`src/rtl/cc_alu_arbiter_if.sv`:
```
// rtl/cc_alu_arbiter_if.sv - requester, ALU and response bundle for the CC_ALU arbiter
interface cc_alu_arbiter_if #(
    parameter int DATAWIDTH_BUS           = 32,
    parameter int DATAWIDTH_ALU_SELECTION = 4
);
    logic                               CC_ALUARB_req0Valid_In;
    logic                               CC_ALUARB_req0Ready_Out;
    logic [DATAWIDTH_BUS-1:0]           CC_ALUARB_req0DataA_InBus;
    logic [DATAWIDTH_BUS-1:0]           CC_ALUARB_req0DataB_InBus;
    logic [DATAWIDTH_ALU_SELECTION-1:0] CC_ALUARB_req0Sel_InBus;

    logic                               CC_ALUARB_req1Valid_In;
    logic                               CC_ALUARB_req1Ready_Out;
    logic [DATAWIDTH_BUS-1:0]           CC_ALUARB_req1DataA_InBus;
    logic [DATAWIDTH_BUS-1:0]           CC_ALUARB_req1DataB_InBus;
    logic [DATAWIDTH_ALU_SELECTION-1:0] CC_ALUARB_req1Sel_InBus;

    logic [DATAWIDTH_BUS-1:0]           CC_ALUARB_aluDataA_OutBus;
    logic [DATAWIDTH_BUS-1:0]           CC_ALUARB_aluDataB_OutBus;
    logic [DATAWIDTH_ALU_SELECTION-1:0] CC_ALUARB_aluSel_OutBus;
    logic [DATAWIDTH_BUS-1:0]           CC_ALUARB_aluData_InBus;
    logic                               CC_ALUARB_aluOverflow_InLow;
    logic                               CC_ALUARB_aluCarry_InLow;
    logic                               CC_ALUARB_aluNegative_InLow;
    logic                               CC_ALUARB_aluZero_InLow;

    logic                               CC_ALUARB_rspValid_Out;
    logic                               CC_ALUARB_rspReady_In;
    logic [DATAWIDTH_BUS-1:0]           CC_ALUARB_rspData_OutBus;
    logic                               CC_ALUARB_rspOwner_Out;
    logic [3:0]                         CC_ALUARB_psr_OutBus;
    logic                               CC_ALUARB_busy_Out;

    // Arbiter side
    modport slave (
        input  CC_ALUARB_req0Valid_In, CC_ALUARB_req0DataA_InBus, CC_ALUARB_req0DataB_InBus, CC_ALUARB_req0Sel_InBus,
        output CC_ALUARB_req0Ready_Out,
        input  CC_ALUARB_req1Valid_In, CC_ALUARB_req1DataA_InBus, CC_ALUARB_req1DataB_InBus, CC_ALUARB_req1Sel_InBus,
        output CC_ALUARB_req1Ready_Out,
        output CC_ALUARB_aluDataA_OutBus, CC_ALUARB_aluDataB_OutBus, CC_ALUARB_aluSel_OutBus,
        input  CC_ALUARB_aluData_InBus, CC_ALUARB_aluOverflow_InLow, CC_ALUARB_aluCarry_InLow,
        input  CC_ALUARB_aluNegative_InLow, CC_ALUARB_aluZero_InLow,
        output CC_ALUARB_rspValid_Out, CC_ALUARB_rspData_OutBus, CC_ALUARB_rspOwner_Out,
        input  CC_ALUARB_rspReady_In,
        output CC_ALUARB_psr_OutBus, CC_ALUARB_busy_Out
    );

    // Requesters, ALU and response consumer side
    modport master (
        output CC_ALUARB_req0Valid_In, CC_ALUARB_req0DataA_InBus, CC_ALUARB_req0DataB_InBus, CC_ALUARB_req0Sel_InBus,
        input  CC_ALUARB_req0Ready_Out,
        output CC_ALUARB_req1Valid_In, CC_ALUARB_req1DataA_InBus, CC_ALUARB_req1DataB_InBus, CC_ALUARB_req1Sel_InBus,
        input  CC_ALUARB_req1Ready_Out,
        input  CC_ALUARB_aluDataA_OutBus, CC_ALUARB_aluDataB_OutBus, CC_ALUARB_aluSel_OutBus,
        output CC_ALUARB_aluData_InBus, CC_ALUARB_aluOverflow_InLow, CC_ALUARB_aluCarry_InLow,
        output CC_ALUARB_aluNegative_InLow, CC_ALUARB_aluZero_InLow,
        input  CC_ALUARB_rspValid_Out, CC_ALUARB_rspData_OutBus, CC_ALUARB_rspOwner_Out,
        output CC_ALUARB_rspReady_In,
        input  CC_ALUARB_psr_OutBus, CC_ALUARB_busy_Out
    );
endinterface

```
`src/rtl/cc_alu_arbiter.sv`:
```
// rtl/cc_alu_arbiter.sv - round-robin sequencer of the shared CC_ALU with PSR tracking
module cc_alu_arbiter #(
    parameter int                                 DATAWIDTH_BUS           = 32,
    parameter int                                 DATAWIDTH_ALU_SELECTION = 4,
    parameter logic [DATAWIDTH_ALU_SELECTION-1:0] SEL_ADDCC               = 4'b0011
) (
    input  logic               CC_ALUARB_CLOCK_50,
    input  logic               CC_ALUARB_RESET_InHigh,
    cc_alu_arbiter_if.slave    bus_if
);
    localparam logic [1:0] ST_IDLE = 2'd0;
    localparam logic [1:0] ST_EXEC = 2'd1;
    localparam logic [1:0] ST_RESP = 2'd2;

    logic [1:0]                         state_q, state_d;
    logic                               rr_q, rr_d;
    logic [DATAWIDTH_BUS-1:0]           a_q, a_d;
    logic [DATAWIDTH_BUS-1:0]           b_q, b_d;
    logic [DATAWIDTH_ALU_SELECTION-1:0] sel_q, sel_d;
    logic                               owner_q, owner_d;
    logic [DATAWIDTH_BUS-1:0]           rsp_data_q, rsp_data_d;
    logic                               rsp_owner_q, rsp_owner_d;
    logic [3:0]                         psr_q, psr_d;

    logic grant0, grant1;

    // Winner selection: a lone valid wins, a tie goes to the round-robin pointer
    always_comb begin
        grant0 = bus_if.CC_ALUARB_req0Valid_In & (~bus_if.CC_ALUARB_req1Valid_In | ~rr_q);
        grant1 = bus_if.CC_ALUARB_req1Valid_In & (~bus_if.CC_ALUARB_req0Valid_In |  rr_q);
    end

    // Next-state and datapath capture for the IDLE -> EXEC -> RESP sequence
    always_comb begin
        state_d     = state_q;
        rr_d        = rr_q;
        a_d         = a_q;
        b_d         = b_q;
        sel_d       = sel_q;
        owner_d     = owner_q;
        rsp_data_d  = rsp_data_q;
        rsp_owner_d = rsp_owner_q;
        psr_d       = psr_q;
        case (state_q)
            ST_IDLE: begin
                if (grant0 | grant1) begin
                    a_d     = grant1 ? bus_if.CC_ALUARB_req1DataA_InBus : bus_if.CC_ALUARB_req0DataA_InBus;
                    b_d     = grant1 ? bus_if.CC_ALUARB_req1DataB_InBus : bus_if.CC_ALUARB_req0DataB_InBus;
                    sel_d   = grant1 ? bus_if.CC_ALUARB_req1Sel_InBus   : bus_if.CC_ALUARB_req0Sel_InBus;
                    owner_d = grant1;
                    state_d = ST_EXEC;
                end
            end
            ST_EXEC: begin
                rsp_data_d  = bus_if.CC_ALUARB_aluData_InBus;
                rsp_owner_d = owner_q;
                if (sel_q == SEL_ADDCC) begin
                    psr_d = {~bus_if.CC_ALUARB_aluNegative_InLow, ~bus_if.CC_ALUARB_aluZero_InLow,
                             ~bus_if.CC_ALUARB_aluOverflow_InLow, ~bus_if.CC_ALUARB_aluCarry_InLow};
                end
                state_d = ST_RESP;
            end
            ST_RESP: begin
                if (bus_if.CC_ALUARB_rspReady_In) begin
                    rr_d    = ~rsp_owner_q;
                    state_d = ST_IDLE;
                end
            end
            default: state_d = ST_IDLE;
        endcase
    end

    // State registers; reset discards any in-flight operation
    always_ff @(posedge CC_ALUARB_CLOCK_50) begin
        if (CC_ALUARB_RESET_InHigh) begin
            state_q     <= ST_IDLE;
            rr_q        <= 1'b0;
            a_q         <= '0;
            b_q         <= '0;
            sel_q       <= '0;
            owner_q     <= 1'b0;
            rsp_data_q  <= '0;
            rsp_owner_q <= 1'b0;
            psr_q       <= 4'b0000;
        end else begin
            state_q     <= state_d;
            rr_q        <= rr_d;
            a_q         <= a_d;
            b_q         <= b_d;
            sel_q       <= sel_d;
            owner_q     <= owner_d;
            rsp_data_q  <= rsp_data_d;
            rsp_owner_q <= rsp_owner_d;
            psr_q       <= psr_d;
        end
    end

    // Outputs: ALU ports come only from operand registers so they move only at accept
    always_comb begin
        bus_if.CC_ALUARB_req0Ready_Out   = (state_q == ST_IDLE) & grant0;
        bus_if.CC_ALUARB_req1Ready_Out   = (state_q == ST_IDLE) & grant1;
        bus_if.CC_ALUARB_aluDataA_OutBus = a_q;
        bus_if.CC_ALUARB_aluDataB_OutBus = b_q;
        bus_if.CC_ALUARB_aluSel_OutBus   = sel_q;
        bus_if.CC_ALUARB_rspValid_Out    = (state_q == ST_RESP);
        bus_if.CC_ALUARB_rspData_OutBus  = rsp_data_q;
        bus_if.CC_ALUARB_rspOwner_Out    = rsp_owner_q;
        bus_if.CC_ALUARB_psr_OutBus      = psr_q;
        bus_if.CC_ALUARB_busy_Out        = (state_q != ST_IDLE);
    end
endmodule
```
`src/flat_wrapper.sv`:
```
// flat-port wrapper written by rule: the top's interface ports become plain ports
module cc_alu_arbiter_flat 
#(
    parameter int                                 DATAWIDTH_BUS           = 32,
    parameter int                                 DATAWIDTH_ALU_SELECTION = 4,
    parameter logic [DATAWIDTH_ALU_SELECTION-1:0] SEL_ADDCC               = 4'b0011
)
  (CC_ALUARB_CLOCK_50, CC_ALUARB_RESET_InHigh, bus_if_CC_ALUARB_req0Valid_In, bus_if_CC_ALUARB_req0DataA_InBus, bus_if_CC_ALUARB_req0DataB_InBus, bus_if_CC_ALUARB_req0Sel_InBus, bus_if_CC_ALUARB_req0Ready_Out, bus_if_CC_ALUARB_req1Valid_In, bus_if_CC_ALUARB_req1DataA_InBus, bus_if_CC_ALUARB_req1DataB_InBus, bus_if_CC_ALUARB_req1Sel_InBus, bus_if_CC_ALUARB_req1Ready_Out, bus_if_CC_ALUARB_aluDataA_OutBus, bus_if_CC_ALUARB_aluDataB_OutBus, bus_if_CC_ALUARB_aluSel_OutBus, bus_if_CC_ALUARB_aluData_InBus, bus_if_CC_ALUARB_aluOverflow_InLow, bus_if_CC_ALUARB_aluCarry_InLow, bus_if_CC_ALUARB_aluNegative_InLow, bus_if_CC_ALUARB_aluZero_InLow, bus_if_CC_ALUARB_rspValid_Out, bus_if_CC_ALUARB_rspData_OutBus, bus_if_CC_ALUARB_rspOwner_Out, bus_if_CC_ALUARB_rspReady_In, bus_if_CC_ALUARB_psr_OutBus, bus_if_CC_ALUARB_busy_Out);
  cc_alu_arbiter_if #(.DATAWIDTH_BUS(DATAWIDTH_BUS), .DATAWIDTH_ALU_SELECTION(DATAWIDTH_ALU_SELECTION)) bus_if_i ();
  input  logic CC_ALUARB_CLOCK_50;
  input  logic CC_ALUARB_RESET_InHigh;
  input wire logic [$bits(bus_if_i.CC_ALUARB_req0Valid_In)-1:0] bus_if_CC_ALUARB_req0Valid_In;
  input wire logic [$bits(bus_if_i.CC_ALUARB_req0DataA_InBus)-1:0] bus_if_CC_ALUARB_req0DataA_InBus;
  input wire logic [$bits(bus_if_i.CC_ALUARB_req0DataB_InBus)-1:0] bus_if_CC_ALUARB_req0DataB_InBus;
  input wire logic [$bits(bus_if_i.CC_ALUARB_req0Sel_InBus)-1:0] bus_if_CC_ALUARB_req0Sel_InBus;
  output wire logic [$bits(bus_if_i.CC_ALUARB_req0Ready_Out)-1:0] bus_if_CC_ALUARB_req0Ready_Out;
  input wire logic [$bits(bus_if_i.CC_ALUARB_req1Valid_In)-1:0] bus_if_CC_ALUARB_req1Valid_In;
  input wire logic [$bits(bus_if_i.CC_ALUARB_req1DataA_InBus)-1:0] bus_if_CC_ALUARB_req1DataA_InBus;
  input wire logic [$bits(bus_if_i.CC_ALUARB_req1DataB_InBus)-1:0] bus_if_CC_ALUARB_req1DataB_InBus;
  input wire logic [$bits(bus_if_i.CC_ALUARB_req1Sel_InBus)-1:0] bus_if_CC_ALUARB_req1Sel_InBus;
  output wire logic [$bits(bus_if_i.CC_ALUARB_req1Ready_Out)-1:0] bus_if_CC_ALUARB_req1Ready_Out;
  output wire logic [$bits(bus_if_i.CC_ALUARB_aluDataA_OutBus)-1:0] bus_if_CC_ALUARB_aluDataA_OutBus;
  output wire logic [$bits(bus_if_i.CC_ALUARB_aluDataB_OutBus)-1:0] bus_if_CC_ALUARB_aluDataB_OutBus;
  output wire logic [$bits(bus_if_i.CC_ALUARB_aluSel_OutBus)-1:0] bus_if_CC_ALUARB_aluSel_OutBus;
  input wire logic [$bits(bus_if_i.CC_ALUARB_aluData_InBus)-1:0] bus_if_CC_ALUARB_aluData_InBus;
  input wire logic [$bits(bus_if_i.CC_ALUARB_aluOverflow_InLow)-1:0] bus_if_CC_ALUARB_aluOverflow_InLow;
  input wire logic [$bits(bus_if_i.CC_ALUARB_aluCarry_InLow)-1:0] bus_if_CC_ALUARB_aluCarry_InLow;
  input wire logic [$bits(bus_if_i.CC_ALUARB_aluNegative_InLow)-1:0] bus_if_CC_ALUARB_aluNegative_InLow;
  input wire logic [$bits(bus_if_i.CC_ALUARB_aluZero_InLow)-1:0] bus_if_CC_ALUARB_aluZero_InLow;
  output wire logic [$bits(bus_if_i.CC_ALUARB_rspValid_Out)-1:0] bus_if_CC_ALUARB_rspValid_Out;
  output wire logic [$bits(bus_if_i.CC_ALUARB_rspData_OutBus)-1:0] bus_if_CC_ALUARB_rspData_OutBus;
  output wire logic [$bits(bus_if_i.CC_ALUARB_rspOwner_Out)-1:0] bus_if_CC_ALUARB_rspOwner_Out;
  input wire logic [$bits(bus_if_i.CC_ALUARB_rspReady_In)-1:0] bus_if_CC_ALUARB_rspReady_In;
  output wire logic [$bits(bus_if_i.CC_ALUARB_psr_OutBus)-1:0] bus_if_CC_ALUARB_psr_OutBus;
  output wire logic [$bits(bus_if_i.CC_ALUARB_busy_Out)-1:0] bus_if_CC_ALUARB_busy_Out;
  assign bus_if_i.CC_ALUARB_req0Valid_In = bus_if_CC_ALUARB_req0Valid_In;
  assign bus_if_i.CC_ALUARB_req0DataA_InBus = bus_if_CC_ALUARB_req0DataA_InBus;
  assign bus_if_i.CC_ALUARB_req0DataB_InBus = bus_if_CC_ALUARB_req0DataB_InBus;
  assign bus_if_i.CC_ALUARB_req0Sel_InBus = bus_if_CC_ALUARB_req0Sel_InBus;
  assign bus_if_CC_ALUARB_req0Ready_Out = bus_if_i.CC_ALUARB_req0Ready_Out;
  assign bus_if_i.CC_ALUARB_req1Valid_In = bus_if_CC_ALUARB_req1Valid_In;
  assign bus_if_i.CC_ALUARB_req1DataA_InBus = bus_if_CC_ALUARB_req1DataA_InBus;
  assign bus_if_i.CC_ALUARB_req1DataB_InBus = bus_if_CC_ALUARB_req1DataB_InBus;
  assign bus_if_i.CC_ALUARB_req1Sel_InBus = bus_if_CC_ALUARB_req1Sel_InBus;
  assign bus_if_CC_ALUARB_req1Ready_Out = bus_if_i.CC_ALUARB_req1Ready_Out;
  assign bus_if_CC_ALUARB_aluDataA_OutBus = bus_if_i.CC_ALUARB_aluDataA_OutBus;
  assign bus_if_CC_ALUARB_aluDataB_OutBus = bus_if_i.CC_ALUARB_aluDataB_OutBus;
  assign bus_if_CC_ALUARB_aluSel_OutBus = bus_if_i.CC_ALUARB_aluSel_OutBus;
  assign bus_if_i.CC_ALUARB_aluData_InBus = bus_if_CC_ALUARB_aluData_InBus;
  assign bus_if_i.CC_ALUARB_aluOverflow_InLow = bus_if_CC_ALUARB_aluOverflow_InLow;
  assign bus_if_i.CC_ALUARB_aluCarry_InLow = bus_if_CC_ALUARB_aluCarry_InLow;
  assign bus_if_i.CC_ALUARB_aluNegative_InLow = bus_if_CC_ALUARB_aluNegative_InLow;
  assign bus_if_i.CC_ALUARB_aluZero_InLow = bus_if_CC_ALUARB_aluZero_InLow;
  assign bus_if_CC_ALUARB_rspValid_Out = bus_if_i.CC_ALUARB_rspValid_Out;
  assign bus_if_CC_ALUARB_rspData_OutBus = bus_if_i.CC_ALUARB_rspData_OutBus;
  assign bus_if_CC_ALUARB_rspOwner_Out = bus_if_i.CC_ALUARB_rspOwner_Out;
  assign bus_if_i.CC_ALUARB_rspReady_In = bus_if_CC_ALUARB_rspReady_In;
  assign bus_if_CC_ALUARB_psr_OutBus = bus_if_i.CC_ALUARB_psr_OutBus;
  assign bus_if_CC_ALUARB_busy_Out = bus_if_i.CC_ALUARB_busy_Out;
  cc_alu_arbiter #(.DATAWIDTH_BUS(DATAWIDTH_BUS), .DATAWIDTH_ALU_SELECTION(DATAWIDTH_ALU_SELECTION), .SEL_ADDCC(SEL_ADDCC)) u_core (.CC_ALUARB_CLOCK_50(CC_ALUARB_CLOCK_50), .CC_ALUARB_RESET_InHigh(CC_ALUARB_RESET_InHigh), .bus_if(bus_if_i));
endmodule
```
`config.mk`:
```
export PLATFORM = sky130hd
export DESIGN_NAME = cc_alu_arbiter_flat
export DESIGN_NICKNAME = d
export VERILOG_FILES = /design/src/rtl/cc_alu_arbiter_if.sv /design/src/rtl/cc_alu_arbiter.sv /design/src/flat_wrapper.sv
export SDC_FILE = /design/constraint.sdc
export NUM_CORES = 1
export LEC_CHECK = 0
export CAP_MARGIN = 20
export CELL_PAD_IN_SITES_DETAIL_PLACEMENT = 0
export CELL_PAD_IN_SITES_GLOBAL_PLACEMENT = 1
export CORE_MARGIN = 4
export CORE_UTILIZATION = 24
export DETAILED_ROUTE_END_ITERATION = 8
export PLACE_DENSITY = 0.75
export SYNTH_ARGS = -nofsm -noshare
export SYNTH_HDL_FRONTEND = slang
export SYNTH_SLANG_ARGS = --single-unit
```
`constraint.sdc`:
```
create_clock -name CC_ALUARB_CLOCK_50 -period 1.3 [get_ports CC_ALUARB_CLOCK_50]
set_clock_uncertainty 0.15 [all_clocks]
set_input_delay 0.195 -clock CC_ALUARB_CLOCK_50 [delete_from_list [all_inputs] [get_ports CC_ALUARB_CLOCK_50]]
set_output_delay 0.195 -clock CC_ALUARB_CLOCK_50 [all_outputs]
set_load 0.01 [all_outputs]
```
* After elaboration in Yosys (flattened, before gate mapping) *
Cells that the tools add are included.

storage, ports and cells
  output and inout bits = 109
  register bits after elaboration = 109
  logic and storage cells = 41
  input port bits = 177

cells by class
  muxes and demuxes = 6
  bitwise gates (word level) = 15
  equal/unequal tests = 5
  reductions and logical operators = 6

operator list
  cell                number
  $mux 32             2
  $not 1->1           8
  $reduce_and 2->1    4
  $pmux 2 s3          1
  $and 1x1->1         4
  $eq 4x2->1 const B  1
  $mux 2              2
  $mux 4              1
  $ne 2x1->1 const B  2
  $or 1x1->1          3
  $eq 2x1->1 const B  1
  $eq 2x2->1 const B  1
  $logic_not 2->1     1
  $reduce_bool 2->1   1

* Logic depth before layout (Yosys ltp) *
  depth after elaboration = 6
  depth in mapped cells = 7
  mapped depth without buffers = 4

* Worst setup path before layout *
Ideal clock, no wire load.

  path type = register -> register
  start point = reg u_core.state_q[1]
  end point = reg u_core.b_q[14], in the netlist u_core.bus_if.CC_ALUARB_aluDataB_OutBus[14]
  data arrival time = 1.137 ns
  library setup time = 0.147 ns
  slack = -0.134 ns
  path buffers = 2
  clock period less this slack = 1.434 ns
  stages on the path, launching flop included = 7
  data required time = 1.003 ns
  path through = dfxtp_1 nor2_4 inv_2 nor2_2 buf_4 buf_6 a311oi_2

between the ends
  longest elaborated chain between the ends = 2

RTL lines
  item                               line                  text
  from (decl)                        cc_alu_arbiter.sv:15  logic [1:0] state_q, state_d;
  from (signal assigned)             cc_alu_arbiter.sv:86  state_q <= state_d;
  $logic_not 2->1                    cc_alu_arbiter.sv:44  case (state_q)
  $reduce_and 2->1 (no source line)  n/a
  to (signal assigned)               cc_alu_arbiter.sv:79  b_q <= '0;
  to (signal assigned)               cc_alu_arbiter.sv:89  b_q <= b_d;
  to (decl)                          cc_alu_arbiter.sv:18  logic [DATAWIDTH_BUS-1:0] b_q, b_d;

No other way between the ends.
A chain may end at the register's enable or synchronous reset.

* Final worst setup path *
  start point = reg u_core.state_q[0]
  end point = out bus_if_CC_ALUARB_req0Ready_Out

between the ends
  longest elaborated chain between the ends = 2

RTL lines
  item             line                   text
  $logic_not 2->1  cc_alu_arbiter.sv:100  bus_if.CC_ALUARB_req0Ready_Out = (state_q == ST_IDLE) & grant0;
  $and 1x1->1      cc_alu_arbiter.sv:100
  to (decl)        flat_wrapper.sv:16     output wire logic [$bits(bus_if_i.CC_ALUARB_req0Ready_Out)-1:0] bus_if_CC_ALUARB_req0Ready_Out;

No other way between the ends.

==> out/metrics.csv <==
stage;metric;value;unit
worst_setup_path;r2r setup slk;-0.39;ns
routing;vias post-DR;5924;
placed_design;Routability Congestion;0.782;
routing;via-per-instance ratio;5.00;
job;Max-Cap Viols;0;
power;PD cells;1090;nW/um2
timing;final slew viol count;0;
synthesis;Synth warnings;0;
worst_setup_path;R2R Path End;u_core.bus_if.CC_ALUARB_aluSel_OutBus[0];
timing;final hold violation count;0;
worst_setup_path;CP startpoint kind;flop;
worst_setup_path;worst r2r path cells;9;
global_routing;antenna violations before repair;1;
worst_setup_path;CP required;0.95;ns
clock_tree;CTS tree;yes;
timing;fmax;0.579;GHz
placed_design;DP Wirelength;14400;um
timing;Final WS setup;-0.427;ns
power;leakage;3.72;nW
timing;Final Critical Period;1.73;ns
global_routing;vias in the first global route;6010;
floorplan;Die Y;153;um
final_layout;nets@finish;1085;
synthesis;post-synth net total;760;
global_routing;M1 GR Usage;0.263;
timing;final setup violating endpoints;109;
clock_tree;Clock Tree Root;clkbuf_16;
timing;RSZ-0062 raised after global routing;true;
timing;setup TNS;-23.29;ns
timing;worst-margin pin slew;0.350;ns
worst_setup_path;Crit. End Element;output port;
worst_setup_path;CP cell instances;or3b_4, a21oi_2, buf_2;
clock_tree;clock buffer depth;2;
synthesis;EDFF count, synth;0;
floorplan;Die Wd;153;um
synthesis;post-synthesis cell area;5010;um2
synthesis;synth cell count leaders;dfxtp_1 (109), a21oi_1 (88), nand3_1 (68);
synthesis;most instantiated library cell after synthesis;dfxtp_1;
routing;Iteration-0 DRC Markers;325;
worst_setup_path;Crit Path Category;reg2out;
power;overall power;10.9;mW
timing;max_slew headroom;0.767;
global_routing;met2 usage;0.333;
worst_setup_path;worst-path maximum fanout;3;
global_routing;met3 Use GR;0.0591;
routing;aggregate routed wire length;25400;um
synthesis;sequential-to-total area share from yosys stat;0.435;
synthesis;top cell type's share of synthesized area;0.435;
worst_setup_path;Critical path origin;u_core.state_q[0];
clock_tree;Sink Count;109;
synthesis;cell taking the most area after synthesis;dfxtp_1;
power;Max IR drop VDD;0.624;mV
worst_setup_path;R2R Path Start;u_core.state_q[1];
placed_design;port bufs;285;
clock_tree;Inserted Clock Buffers;9;
clock_tree;Clock Latency Late Sink;0.36;ns
routing;post-route ant nets;0;
clock_tree;Clock Pin Slew Worst Setup and Hold Paths;0.08;ns
routing;number of remaining DRC errors;0;
worst_setup_path;Critical Path AT;1.38;ns
routing;post-DR wirelength/cell;21.4;um
synthesis;Async SR Flop Fraction;0;
worst_setup_path;worst setup path endpoint;bus_if_CC_ALUARB_req0Ready_Out;
clock_tree;CTS Hold Bufs;0;
worst_setup_path;Crit-path slowest cell;or3b_4;
global_routing;Congestion Overflow GR;0;
worst_setup_path;slowest stage delay, CP;0.41;ns
global_routing;all-layer global routing usage;0.202;
final_layout;Syn-to-layout area delta;99.5;%
global_routing;most used routing layer;met2;
synthesis;Syn Inst Count;583;
placed_design;pre-CTS setup slack;-0.868;ns
floorplan;I/O Pins;286;
status;status;complete, but fails checks;
synthesis;Yosys cell types;30;
synthesis;Synth Register Bits;109;
floorplan;die area;23300;um2
status;failing checks;setup timing;
global_routing;largest net degree at the start of global routing;45;
global_routing;first-pass GRT wire length;37000;um
final_layout;share of cells above drive strength 1;0.441;
floorplan;Starting Density;0.246;
worst_hold_path;hold crit path type;in2reg;
synthesis;leading post-synthesis cells by cell area;dfxtp_1 (44%), a21oi_1 (8.8%), a311oi_1 (8.4%);
floorplan;core area;20400;um2
timing;Hold WS;0.00858;ns
synthesis;top_reg_cell synth;dfxtp_1;
timing;crit share post-route;1.33;
synthesis;syn_area_per_cell;8.60;um2
routing;drt first pass iters;6;
clock_tree;H-tree Lvls;3;
floorplan;# rows;52;
==> logic make-up (layout without fill, tap and decap cells) <==
kind of cell | Yosys count | after routing | synth area share
AO/OA/AOI/OAI | 250 | 250 | 0.345
buffers and inverters | 74 | 404 | 0.0804
flip-flops | 109 | 109 | 0.435
other | 0 | 1 | 0
AND/OR/NAND/NOR | 150 | 150 | 0.139
==> layer usage <==
layer	part of all wire	wire (um)	up-vias
met5	0	0	-
met2	0.47	12000	243
met1	0.44	11100	2823
li1	-	-	2826
met4	0.017	433	0
met3	0.072	1840	32
==> registers in the layout (all words and copies together), names as in the netlist <==
| signal | flops |
|---|---|
| u_core.rr_q | 1 |
| u_core.bus_if.CC_ALUARB_rspOwner_Out | 1 |
| u_core.bus_if.CC_ALUARB_rspData_OutBus | 32 |
| u_core.owner_q | 1 |
| u_core.state_q | 2 |
| u_core.bus_if.CC_ALUARB_psr_OutBus | 4 |
| u_core.bus_if.CC_ALUARB_aluDataA_OutBus | 32 |
| u_core.bus_if.CC_ALUARB_aluDataB_OutBus | 32 |
| u_core.bus_if.CC_ALUARB_aluSel_OutBus | 4 |
==> worst min path at each step <==
stage / startpoint / to / slack (ns) / cells past startpoint
final: CC_ALUARB_RESET_InHigh / u_core.bus_if.CC_ALUARB_rspData_OutBus[9] / 0.009 / 2
after global routing: CC_ALUARB_RESET_InHigh / u_core.bus_if.CC_ALUARB_rspData_OutBus[10] / 0.02 / 2
after CTS: CC_ALUARB_RESET_InHigh / u_core.bus_if.CC_ALUARB_rspData_OutBus[18] / 0.007 / 2
after detailed placement: u_core.bus_if.CC_ALUARB_rspData_OutBus[25] / u_core.bus_if.CC_ALUARB_rspData_OutBus[25] / 0.30 / 2
after global placement: u_core.bus_if.CC_ALUARB_rspData_OutBus[15] / u_core.bus_if.CC_ALUARB_rspData_OutBus[15] / 0.29 / 2
after floorplan: bus_if_CC_ALUARB_aluCarry_InLow / u_core.bus_if.CC_ALUARB_psr_OutBus[0] / 0.14 / 1
==> cell usage in the layout, fill, tap and decap left out, types with 2 or more instances in the layout <==
master           instances
o21ai_4                  2
buf_8                    9
o21ai_2                 28
a211oi_1                 2
a211oi_2                 2
clkdlybuf4s15_1          2
nand2_1                 66
buf_12                  36
buf_6                   14
o21ai_1                 19
a21oi_4                  2
clkbuf_2                13
clkbuf_16               14
dfxtp_2                 53
dfxtp_1                 55
a21oi_2                 33
buf_16                  14
inv_6                    2
a21oi_1                 73
nor2b_4                  2
clkinv_8                 2
o21ai_0                 19
nor2_4                   2
clkdlybuf4s50_1        173
clkdlybuf4s15_2         39
buf_4                   25
nor2_1                   2
nand3_1                 68
a311oi_2                41
buf_2                   54
a311oi_1                28
==> metrics by stage <==
stage	instances	util	cell area (um2)
finish	1184	0.491	10000
global route	1183	0.491	10000
CTS	1182	0.496	10100
detailed placement	1109	0.410	8350
global placement	1109	0.410	8350
floorplan	583	-	5070
==> critical path: cells and delay by family, from the launching register on <==
kind	cells	cell delay (ns)
and+or+nand+nor	1	0.41
DFF	1	0.35
buffers and inverters	1	0.15
AOI/OAI and AO/OA	1	0.12
==> power breakdown <==
part / internal [mW] / switching [mW] / total, mW
registers: 3.71 / 0.201 / 3.91
clock network: 1.37 / 1.47 / 2.84
logic: 2.31 / 1.84 / 4.15
==> cell type report <==
class                   instances  area (um2)
diodes                          1        2.50
repair buffers                386        4280
flip-flops and latches        109        2250
well taps                     270         338
clock inverters                 7        77.6
fillers                      1959       10400
clock buffers                   9         225
multi-input cells             400        2820
inverters                       2        10.0
==> timing repair <==
item,CTS,global route
resized for setup,515,113
setup buffers,34,8
hold endpoints to repair,0,0
setup endpoints to repair,216,167
pin swaps,56,39
cloned,25,6
Power figures use the tool's default switching activity.
==> RTL edit, RTL diff (config.mk and constraints unchanged) <==
`DATAWIDTH_ALU_SELECTION` is set to 4 in 3 places; all go to 3.
--- a/src/rtl/cc_alu_arbiter_if.sv
+++ b/src/rtl/cc_alu_arbiter_if.sv
@@ -1,7 +1,7 @@
 // rtl/cc_alu_arbiter_if.sv - requester, ALU and response bundle for the CC_ALU arbiter
 interface cc_alu_arbiter_if #(
     parameter int DATAWIDTH_BUS           = 32,
-    parameter int DATAWIDTH_ALU_SELECTION = 4
+    parameter int DATAWIDTH_ALU_SELECTION = 3
 );
     logic                               CC_ALUARB_req0Valid_In;
     logic                               CC_ALUARB_req0Ready_Out;
--- a/src/rtl/cc_alu_arbiter.sv
+++ b/src/rtl/cc_alu_arbiter.sv
@@ -1,7 +1,7 @@
 // rtl/cc_alu_arbiter.sv - round-robin sequencer of the shared CC_ALU with PSR tracking
 module cc_alu_arbiter #(
     parameter int                                 DATAWIDTH_BUS           = 32,
-    parameter int                                 DATAWIDTH_ALU_SELECTION = 4,
+    parameter int                                 DATAWIDTH_ALU_SELECTION = 3,
     parameter logic [DATAWIDTH_ALU_SELECTION-1:0] SEL_ADDCC               = 4'b0011
 ) (
     input  logic               CC_ALUARB_CLOCK_50,
--- a/src/flat_wrapper.sv
+++ b/src/flat_wrapper.sv
@@ -2,7 +2,7 @@
 module cc_alu_arbiter_flat 
 #(
     parameter int                                 DATAWIDTH_BUS           = 32,
-    parameter int                                 DATAWIDTH_ALU_SELECTION = 4,
+    parameter int                                 DATAWIDTH_ALU_SELECTION = 3,
     parameter logic [DATAWIDTH_ALU_SELECTION-1:0] SEL_ADDCC               = 4'b0011
 )
   (CC_ALUARB_CLOCK_50, CC_ALUARB_RESET_InHigh, bus_if_CC_ALUARB_req0Valid_In, bus_if_CC_ALUARB_req0DataA_InBus, bus_if_CC_ALUARB_req0DataB_InBus, bus_if_CC_ALUARB_req0Sel_InBus, bus_if_CC_ALUARB_req0Ready_Out, bus_if_CC_ALUARB_req1Valid_In, bus_if_CC_ALUARB_req1DataA_InBus, bus_if_CC_ALUARB_req1DataB_InBus, bus_if_CC_ALUARB_req1Sel_InBus, bus_if_CC_ALUARB_req1Ready_Out, bus_if_CC_ALUARB_aluDataA_OutBus, bus_if_CC_ALUARB_aluDataB_OutBus, bus_if_CC_ALUARB_aluSel_OutBus, bus_if_CC_ALUARB_aluData_InBus, bus_if_CC_ALUARB_aluOverflow_InLow, bus_if_CC_ALUARB_aluCarry_InLow, bus_if_CC_ALUARB_aluNegative_InLow, bus_if_CC_ALUARB_aluZero_InLow, bus_if_CC_ALUARB_rspValid_Out, bus_if_CC_ALUARB_rspData_OutBus, bus_if_CC_ALUARB_rspOwner_Out, bus_if_CC_ALUARB_rspReady_In, bus_if_CC_ALUARB_psr_OutBus, bus_if_CC_ALUARB_busy_Out);
Ports: changed (resized bus_if_CC_ALUARB_aluSel_OutBus, bus_if_CC_ALUARB_req0Sel_InBus and bus_if_CC_ALUARB_req1Sel_InBus); port bits go from 286 to 283. The function was not compared with the original's and may differ.
==> RTL edit against the unedited design <==
  * The run still ends with negative setup slack left
  * Sequential cell count is 1 lower
  * Synthesized cell count is 0.86% lower
  * Clock power is 11% higher
  * Final area is 3.6% higher
  * Worst setup slack hardly changed
  * Final cell count stayed put
  * Area after synthesis is 5.6% lower
  * Routed wire length is 0.95% lower
  * Total power is 2.7% higher
  * Non-clock buffer count is 11 higher
  * Via count is 1.2% higher
  * Fmax hardly changed
  * Critical endpoint unchanged
  * Highest routed layer unchanged
==> RTL edit: results (changes against the unedited design) <==
[metrics] Finish-stage setup viols: 110 (+0.92%)
[metrics] final net count: 1089 (+0.37%)
[metrics] setup slack, reg-to-reg: -370 ps (+20 ps)
[metrics] RePlAce Congestion: 0.778 (-0.49%)
[metrics] initial antenna violation count: 0 (-1)
[metrics] r2r worst-path depth: 8 (-1)
[metrics] Synth area leaders: dfxtp_1, a311oi_1, a21oi_1
[metrics] violations in the final reports: negative setup slack
[metrics] synthesized area divided by synthesized cell count: 8.18 um2 (-4.8%)
[metrics] total number of vias: 5994 (+1.2%)
[metrics] post-detailed-placement cell area: 8110 um2 (-2.8%)
[metrics] post-route worst setup slack: -427 ps (-0.210 ps)
[metrics] outcome: finished with violations
[metrics] portion of the post-synthesis area used by sequential elements: 0.457 (+0.0218)
[metrics] per-cell routed wire length: 21.2 um (-0.95%)
[metrics] # port buffers: 282 (-1.1%)
[metrics] maximum number of pins on one net before global-route repair: 44 (-2.2%)
[metrics] fraction of layout cells with a size suffix above 1: 0.517 (+0.0755)
[metrics] Leakage: 3.96 nW (+6.6%)
[metrics] routed via count divided by cell count: 5.06 (+1.2%)
[metrics] vias in the first global route: 5909 (-1.7%)
[metrics] power spent charging and discharging nets: 0.00352 W (+0.19%)
[metrics] Worst Path Max Fanout: 4 (+1)
[metrics] IR Drop Worst-Case VDD: 0.808 mV (+30%)
[metrics] post-synthesis compound-gate area fraction: 0.318 (-0.0270)
[RTL edit: worst max-delay path, stage by stage (launching register included)]
cell and delay (ps):
dfxtp_4 370, or3b_4 380, a21oi_2 130, buf_2 150
[RTL edit: through the flow]
stage | setup TNS [ps] | hold WS (ps) | utilization
CTS | -28880 | 172 | 0.512
floorplan | -1360 | 142 | -
global route | -31580 | 192 | 0.534
detailed placement | -55010 | 296 | 0.418
finish | -25240 | 192 | 0.534
global placement | -54140 | 291 | 0.418
[RTL edit: routing by layer]
metal,part of all wire,global-route usage,vias to the layer above
met2,0.49,0.370,233
met1,0.43,0.271,2895
met3,0.065,0.0533,27
met4,0.015,0.0439,0
met5,0,0,-
li1,-,-,2839
[RTL edit: cells by family after synthesis]
group | Yosys count
AOI/OAI and AO/OA | 247
and+or+nand+nor | 149
DFF | 108
buffers and inverters | 74
[RTL edit: final cells by class]
| cell class | instances | area [um2] |
|---|---|---|
| timing repair buffer | 397 | 4370 |
| clock buffer | 9 | 225 |
| clock inverter | 7 | 106 |
| inverter | 2 | 10.0 |
| multi-input combinational | 396 | 3100 |
| tap | 265 | 332 |
| sequential | 108 | 2220 |
| fill | 1770 | 9030 |
[RTL edit: worst paths after layout]
kind | startpoint | to
worst max-delay path | u_core.state_q[0] | bus_if_CC_ALUARB_req0Ready_Out
worst max register to register | u_core.state_q[1] | u_core.bus_if.CC_ALUARB_aluDataB_OutBus[23]
worst min-delay path | bus_if_CC_ALUARB_req1Valid_In | u_core.state_q[0]
worst min register to register | u_core.bus_if.CC_ALUARB_rspData_OutBus[13] | u_core.bus_if.CC_ALUARB_rspData_OutBus[13]
[RTL edit: power by group through the flow]
stage	sequential, W	clock, W	combinational (W)
4_1_cts	0.00384	0.00324	0.00391
3_5_place_dp	0.00390	0	0.00286
2_1_floorplan	0.00405	0	0.00105
3_3_place_gp	0.00390	0	0.00285
5_1_grt	0.00392	0.00335	0.00440
6_report	0.00388	0.00316	0.00416
[RTL edit: what timing repair did]
item                                   in CTS  in global routing
setup endpoints to repair                 215                188
pin swaps                                  57                 79
gates resized for setup                   499                278
hold buffers                                1                  0
endpoints found under the hold margin       4                  0
cloned                                     27                  5
buffers inserted                           28                 21
